## config.mk

```make
export PLATFORM = sky130hd
export DESIGN_NAME = barrel_shifter_pipe_flat
export DESIGN_NICKNAME = d
export VERILOG_FILES = /design/src/rtl/shifter_pkg.sv /design/src/rtl/barrel_shifter_pipe_if.sv /design/src/rtl/shift_stage.sv /design/src/rtl/barrel_shifter_pipe.sv /design/src/flat_wrapper.sv
export SDC_FILE = /design/constraint.sdc
export NUM_CORES = 1
export LEC_CHECK = 0
export ABC_CLOCK_PERIOD_IN_PS = 2000
export CAP_MARGIN = 15
export CORE_ASPECT_RATIO = 1.2
export CORE_MARGIN = 3
export CORE_UTILIZATION = 25
export CTS_BUF_LIST = sky130_fd_sc_hd__clkbuf_16
export CTS_CLUSTER_DIAMETER = 30
export DETAILED_ROUTE_END_ITERATION = 10
export HOLD_SLACK_MARGIN = 0.06
export SLEW_MARGIN = 20
export SYNTH_ARGS = -nofsm -noshare
export SYNTH_HDL_FRONTEND = slang
export SYNTH_SLANG_ARGS = --single-unit
```

## constraint.sdc

```tcl
create_clock -name clk -period 2 [get_ports clk]
set_input_delay 0.6 -clock clk [delete_from_list [all_inputs] [get_ports clk]]
set_output_delay 0.6 -clock clk [all_outputs]
set_load 0.05 [all_outputs]
```

## src/rtl/shifter_pkg.sv

```systemverilog
// Shared constants and the per-stage control record for the pipelined barrel shifter.
// Defining SHIFTER_CARRY_EN adds a carry-out field that travels with each beat.
package shifter_pkg;

  localparam logic DIR_RIGHT  = 1'b0;
  localparam logic DIR_LEFT   = 1'b1;
  localparam logic FILL_LOGIC = 1'b0;
  localparam logic FILL_ARITH = 1'b1;

  // Sized for the widest supported WIDTH; each stage only looks at its own bit.
  localparam int SHW_MAX = 8;

  typedef struct packed {
    logic               valid;
    logic [SHW_MAX-1:0] shamt;
    logic               LR;
    logic               AL;
    logic               ROT;
    logic               sign;
`ifdef SHIFTER_CARRY_EN
    logic               cout;
`endif
  } stage_ctrl_t;

endpackage

```

## src/rtl/barrel_shifter_pipe_if.sv

```systemverilog
// Streaming valid/ready bundle for barrel_shifter_pipe.
// The cout signal exists only when SHIFTER_CARRY_EN is defined.
interface barrel_shifter_pipe_if #(parameter int WIDTH = 8);

  localparam int SHW = $clog2(WIDTH);

  logic             in_valid;
  logic             in_ready;
  logic [WIDTH-1:0] din;
  logic [SHW-1:0]   shamt;
  logic             LR;
  logic             AL;
  logic             ROT;
  logic             out_valid;
  logic             out_ready;
  logic [WIDTH-1:0] dout;

`ifdef SHIFTER_CARRY_EN
  logic             cout;

  modport master (output in_valid, din, shamt, LR, AL, ROT, out_ready,
                  input  in_ready, out_valid, dout, cout);
  modport slave  (input  in_valid, din, shamt, LR, AL, ROT, out_ready,
                  output in_ready, out_valid, dout, cout);
`else
  modport master (output in_valid, din, shamt, LR, AL, ROT, out_ready,
                  input  in_ready, out_valid, dout);
  modport slave  (input  in_valid, din, shamt, LR, AL, ROT, out_ready,
                  output in_ready, out_valid, dout);
`endif

endinterface

```

## src/rtl/shift_stage.sv

```systemverilog
// One registered barrel-shifter stage: shifts by DIST when its shamt bit is set, else passes through.
// With SHIFTER_CARRY_EN the stage also updates the carried last-shifted-out bit.
module shift_stage
  import shifter_pkg::*;
#(
  parameter int WIDTH = 8,
  parameter int DIST  = 1
) (
  input  logic             clk,
  input  logic             rst_n,
  input  logic             advance,
  input  stage_ctrl_t      src_ctrl,
  input  logic [WIDTH-1:0] src_data,
  output stage_ctrl_t      ctrl,
  output logic [WIDTH-1:0] data
);

  localparam int BIT = $clog2(DIST);

  logic             apply;
  logic [WIDTH-1:0] shifted;
  stage_ctrl_t      next_ctrl;

  assign apply = src_ctrl.shamt[BIT];

  // Arithmetic fill uses the sign of the original din, carried in the control record.
  always_comb begin
    shifted = src_data;
    if (src_ctrl.ROT) begin
      if (src_ctrl.LR == DIR_LEFT)
        shifted = {src_data[WIDTH-1-DIST:0], src_data[WIDTH-1:WIDTH-DIST]};
      else
        shifted = {src_data[DIST-1:0], src_data[WIDTH-1:DIST]};
    end else if (src_ctrl.LR == DIR_LEFT) begin
      shifted = src_data << DIST;
    end else if (src_ctrl.AL == FILL_LOGIC) begin
      shifted = src_data >> DIST;
    end else begin
      shifted = {{DIST{src_ctrl.sign}}, src_data[WIDTH-1:DIST]};
    end
  end

  always_comb begin
    next_ctrl = src_ctrl;
`ifdef SHIFTER_CARRY_EN
    if (apply) begin
      if (src_ctrl.ROT)
        next_ctrl.cout = 1'b0;
      else if (src_ctrl.LR == DIR_RIGHT)
        next_ctrl.cout = src_data[DIST-1];
      else
        next_ctrl.cout = src_data[WIDTH-DIST];
    end
`endif
  end

  always_ff @(posedge clk) begin
    if (!rst_n) begin
      ctrl <= '0;
      data <= '0;
    end else if (advance) begin
      ctrl <= next_ctrl;
      data <= apply ? shifted : src_data;
    end
  end

endmodule

```

## src/rtl/barrel_shifter_pipe.sv

```systemverilog
// Pipelined barrel shifter (logical/arithmetic/rotate, left/right), one stage per shamt bit.
// Optional carry-out output is enabled by defining SHIFTER_CARRY_EN.
module barrel_shifter_pipe
  import shifter_pkg::*;
#(
  parameter int WIDTH = 8
) (
  input logic                 clk,
  input logic                 rst_n,
  barrel_shifter_pipe_if.slave bus
);

  localparam int SHW = $clog2(WIDTH);

  logic             advance;
  stage_ctrl_t      in_ctrl;
  stage_ctrl_t      ctrl [SHW+1];
  logic [WIDTH-1:0] data [SHW+1];
  logic             unused_ctrl;

  // The whole pipe moves as one; bubbles are carried rather than squeezed out.
  assign advance      = bus.out_ready | ~bus.out_valid;
  assign bus.in_ready = advance;

  always_comb begin
    in_ctrl       = '0;
    in_ctrl.valid = bus.in_valid;
    in_ctrl.shamt = SHW_MAX'(bus.shamt);
    in_ctrl.LR    = bus.LR;
    in_ctrl.AL    = bus.AL;
    in_ctrl.ROT   = bus.ROT;
    in_ctrl.sign  = bus.din[WIDTH-1];
  end

  assign ctrl[0] = in_ctrl;
  assign data[0] = bus.din;

  for (genvar k = 0; k < SHW; k++) begin : g_stage
    shift_stage #(
      .WIDTH (WIDTH),
      .DIST  (1 << k)
    ) u_stage (
      .clk      (clk),
      .rst_n    (rst_n),
      .advance  (advance),
      .src_ctrl (ctrl[k]),
      .src_data (data[k]),
      .ctrl     (ctrl[k+1]),
      .data     (data[k+1])
    );
  end

  assign bus.out_valid = ctrl[SHW].valid;
  assign bus.dout      = data[SHW];

`ifdef SHIFTER_CARRY_EN
  assign bus.cout = ctrl[SHW].cout;
`endif

  // Control fields of the last stage are not needed at the output.
  assign unused_ctrl = ^{ctrl[SHW].shamt, ctrl[SHW].LR, ctrl[SHW].AL,
                         ctrl[SHW].ROT, ctrl[SHW].sign};

endmodule
```

## src/flat_wrapper.sv

```systemverilog
// flat-port wrapper written by rule: the top's interface ports become plain ports
module barrel_shifter_pipe_flat import shifter_pkg::*;
#(
  parameter int WIDTH = 8
)
  (clk, rst_n, bus_in_valid, bus_din, bus_shamt, bus_LR, bus_AL, bus_ROT, bus_out_ready, bus_in_ready, bus_out_valid, bus_dout);
  barrel_shifter_pipe_if #(.WIDTH(WIDTH)) bus_i ();
  input logic clk;
  input logic rst_n;
  input wire logic [$bits(bus_i.in_valid)-1:0] bus_in_valid;
  input wire logic [$bits(bus_i.din)-1:0] bus_din;
  input wire logic [$bits(bus_i.shamt)-1:0] bus_shamt;
  input wire logic [$bits(bus_i.LR)-1:0] bus_LR;
  input wire logic [$bits(bus_i.AL)-1:0] bus_AL;
  input wire logic [$bits(bus_i.ROT)-1:0] bus_ROT;
  input wire logic [$bits(bus_i.out_ready)-1:0] bus_out_ready;
  output wire logic [$bits(bus_i.in_ready)-1:0] bus_in_ready;
  output wire logic [$bits(bus_i.out_valid)-1:0] bus_out_valid;
  output wire logic [$bits(bus_i.dout)-1:0] bus_dout;
  assign bus_i.in_valid = bus_in_valid;
  assign bus_i.din = bus_din;
  assign bus_i.shamt = bus_shamt;
  assign bus_i.LR = bus_LR;
  assign bus_i.AL = bus_AL;
  assign bus_i.ROT = bus_ROT;
  assign bus_i.out_ready = bus_out_ready;
  assign bus_in_ready = bus_i.in_ready;
  assign bus_out_valid = bus_i.out_valid;
  assign bus_dout = bus_i.dout;
  barrel_shifter_pipe #(.WIDTH(WIDTH)) u_core (.clk(clk), .rst_n(rst_n), .bus(bus_i));
endmodule
```

==> impl_results.md <==
- First-pass detailed-route iteration total: 5
- Worst IR drop on VDD: 0.000336 V
- Critical path capture point type: output pin
- Largest net degree at the start of global routing: 45
- Tot GR Track Use: 10.9%
- Number of max-cap violations: 0
- Worst Path Max Fanout: 2
- Clk sinks: 38
- Area grow syn2layout: 24.9%
- Post-synth EDFFs: 0
- Int Pwr: about 1600 uW
- Critical path type: in2out
- DR vias/cell: roughly 4.8
- Total wire length: about 4400 um
- Final setup violation count: 0
- Clock share of power: a little under half
- Synth Register Bits: 38
- Design area: approximately 2400 um^2
- First-pass GRT wire length: 7440 um
- Congestion Overflow GR: 0
- Die X: about 86 um
- Setup TNS: 0 ns
- Htree depth: 2
- HPWL after detailed placement: ~3100 um
- CP required: 1.40 ns
- Placed cell area: around 2200 um^2
- Clk_lat worst skew: approximately 0.28 ns
- Row count: 34
- Initial antenna violation count: 0
- Final std cells w/o fill: 343
- Delay-heaviest family, CP: buffers and inverters
- Top_reg_cell synth: dfxtp_1
- Sw Pwr: ~500 uW
- N_diodes: 0
- Core box area: ~7300 um^2
- Async SR Flop Fraction: 0%
- Die area: 8720 um^2
- Starting DRT DRC Count: around 90
- Sequential area share after synthesis: 39.9%
- Number of global-route vias before repair: between 1500 and 2000
- Clock Tree Root: clkbuf_16
- Cell count after synthesis: 235
- Critical path buffer and inverter count: 3
- Port Buffers: 27
- Die height: about 100 um
- Synth warn: 0
- Comb pwr share: approximately 13%
- Part of the power in registers: around two fifths
- Tmin final: 1.69 ns
- Final period utilization: 84.7%
- Initial Util: between 20% and 30%
- Routability congestion estimate: approximately 0.8
- Synthesized Nets: ~250
- Leak pwr: ~0.00094 uW
- Number of CTS-inserted buffers: 5
- Final hold viol count: 0
- Measured slew at the worst slew-check pin: 0.500 ns
- Slew HR: between 60% and 70%
- Hold Crit Class: reg2reg
- CTS tree: built
- Wire length per cell: 12.9 um
- Library cells used by synthesis: 30
- CP max-delay cell: buf_8
- Pre-CTS setup slack: -0.0742 ns
- Clock slew at reported path FFs: roughly 0.060 ns
- Crit path largest cell delay: 0.15 ns
- IO Pins: 28
- Placed insts: 334
- Drc violations: 0
- Avg Inst Size Synth: just over 8 um^2
- Post-layout nets: 270
- Arrival time worst endpoint: ~1.1 ns
- DR vias: between 1500 and 2000
- Final Slew Violations: 0
- Clock Skew: roughly 0.0051 ns
- Longest Clk Path Bufs: 2
- Startpoint types: input pin
- Layout cells sized above 1: approximately an eighth
- Status: complete, no violations
- RSZ-0062 raised after global routing: false
- Synth Cell Area: between 1500 and 2000 um^2
- Pwr/cell area: 901 nW/um^2
- Sw Share: around 23%
- Worst setup margin: between 0.3 and 0.4 ns
- Fmax: a little under 600 MHz
- Antenna Nets Post-Route: 0
- Critical Path, Cell by Cell: dlymetal6s2s_1 -> nor2b_2 -> inv_2 -> buf_8
## Yosys cell counts, types with 5 or more instances
library cell	n	area share (%)
mux2i_1	11	5.8
dfxtp_1	38	40
nand2b_1	6	2.0
nor2b_1	9	3.0
clkbuf_1	5	0.98
nor2_1	19	3.7
buf_2	5	1.3
nand3_1	8	2.1
buf_4	11	4.3
a21oi_1	32	8.4
a211o_1	10	4.6
nand2_1	41	8.1
## worst reg2reg max path: cells and delay by family, from the launching register on
family | cells | cell delay (ns)
AOI/OAI and AO/OA | 1 | 0.19
buffers and inverters | 2 | 0.25
DFF | 1 | 0.31
muxes | 1 | 0.33
and+or+nand+nor | 1 | 0.16
## worst paths after layout
path                                            from                                  to  slack, ns  cells after the start
hold / removal    u_core.g_stage[1].u_stage.ctrl[12]  u_core.g_stage[1].u_stage.ctrl[12]       0.45                      2
hold reg to reg   u_core.g_stage[1].u_stage.ctrl[12]  u_core.g_stage[1].u_stage.ctrl[12]       0.45                      2
setup reg to reg  u_core.g_stage[2].u_stage.ctrl[12]   u_core.g_stage[1].u_stage.data[6]       0.64                      5
setup / recovery                       bus_out_ready                        bus_in_ready       0.31                      4
## power groups by stage
stage | Combinational, uW | Sequential, uW | Clock [uW]
2_1_floorplan | 201 | 856 | 0
3_3_place_gp | 267 | 874 | 0
3_5_place_dp | 270 | 876 | 0
4_1_cts | 273 | 859 | 1040
5_1_grt | 296 | 868 | 1070
6_report | 269 | 859 | 1020
## metrics by stage
stage / hold slack [ns] / power (uW) / util (%)
2_1_floorplan: 0.427 / 1060 / -
3_3_place_gp: 0.440 / 1140 / 29.8
3_5_place_dp: 0.446 / 1150 / 29.8
4_1_cts: 0.456 / 2170 / 32.5
5_1_grt: 0.479 / 2230 / 32.6
6_report: 0.452 / 2150 / 32.6
## logic make-up (layout without fill, tap and decap cells)
group           after synthesis  after routing  synth area share [%]
simple gates                 90             90                  22.0
compound gates               66             66                  22.4
flops                        38             38                  39.9
buf+inv                      28             46                  8.79
mux                          13             13                  6.95
## registers in the layout, indices dropped and copies added, names as in the netlist
signal and flops:
u_core.g_stage.u_stage.ctrl 14, u_core.g_stage.u_stage.data 24
## cell type report
class / instances / area, um^2
clock buffers: 5 / 125
fillers: 787 / 4930
inverters: 3 / 11.3
flip-flops and latches: 38 / 761
multi-input cells: 169 / 982
clock inverters: 3 / 63.8
repair buffers: 35 / 328
well taps: 90 / 113
## timing repair
item	4_1_cts	5_1_grt
setup endpoints to repair	1	1
setup buffers	1	0
resized for setup	1	2
gates cloned	0	0
hold buffers	0	0
## placed cells by master (no fill, tap or decap), drive strengths merged
cell type      instances
a311o                  3
mux2                   2
a221oi                 1
a21oi                 32
bufinv                 2
clkbuf                 5
a32o                   2
a211o                 10
a31oi                  4
o211ai                 4
nand4b                 4
nand3b                 1
mux2i                 11
clkdlybuf4s50         16
buf                   18
dfxtp                 38
o21ai                  4
and4bb                 1
clkinv                 1
o22ai                  1
dlymetal6s2s           1
nand2                 41
nor2b                  9
and3                   1
inv                    3
nor2                  19
o2111ai                1
o21a                   4
nand3                  8
nand2b                 6
## routing by layer
| metal | wire [um] | GRT usage, % |
|---|---|---|
| met5 | 0 | 0 |
| met2 | 2040 | 16.9 |
| met1 | 2060 | 13.5 |
| met4 | 112 | 5.12 |
| met3 | 218 | 3.74 |
No activity file was read; power rests on OpenSTA's default activity.
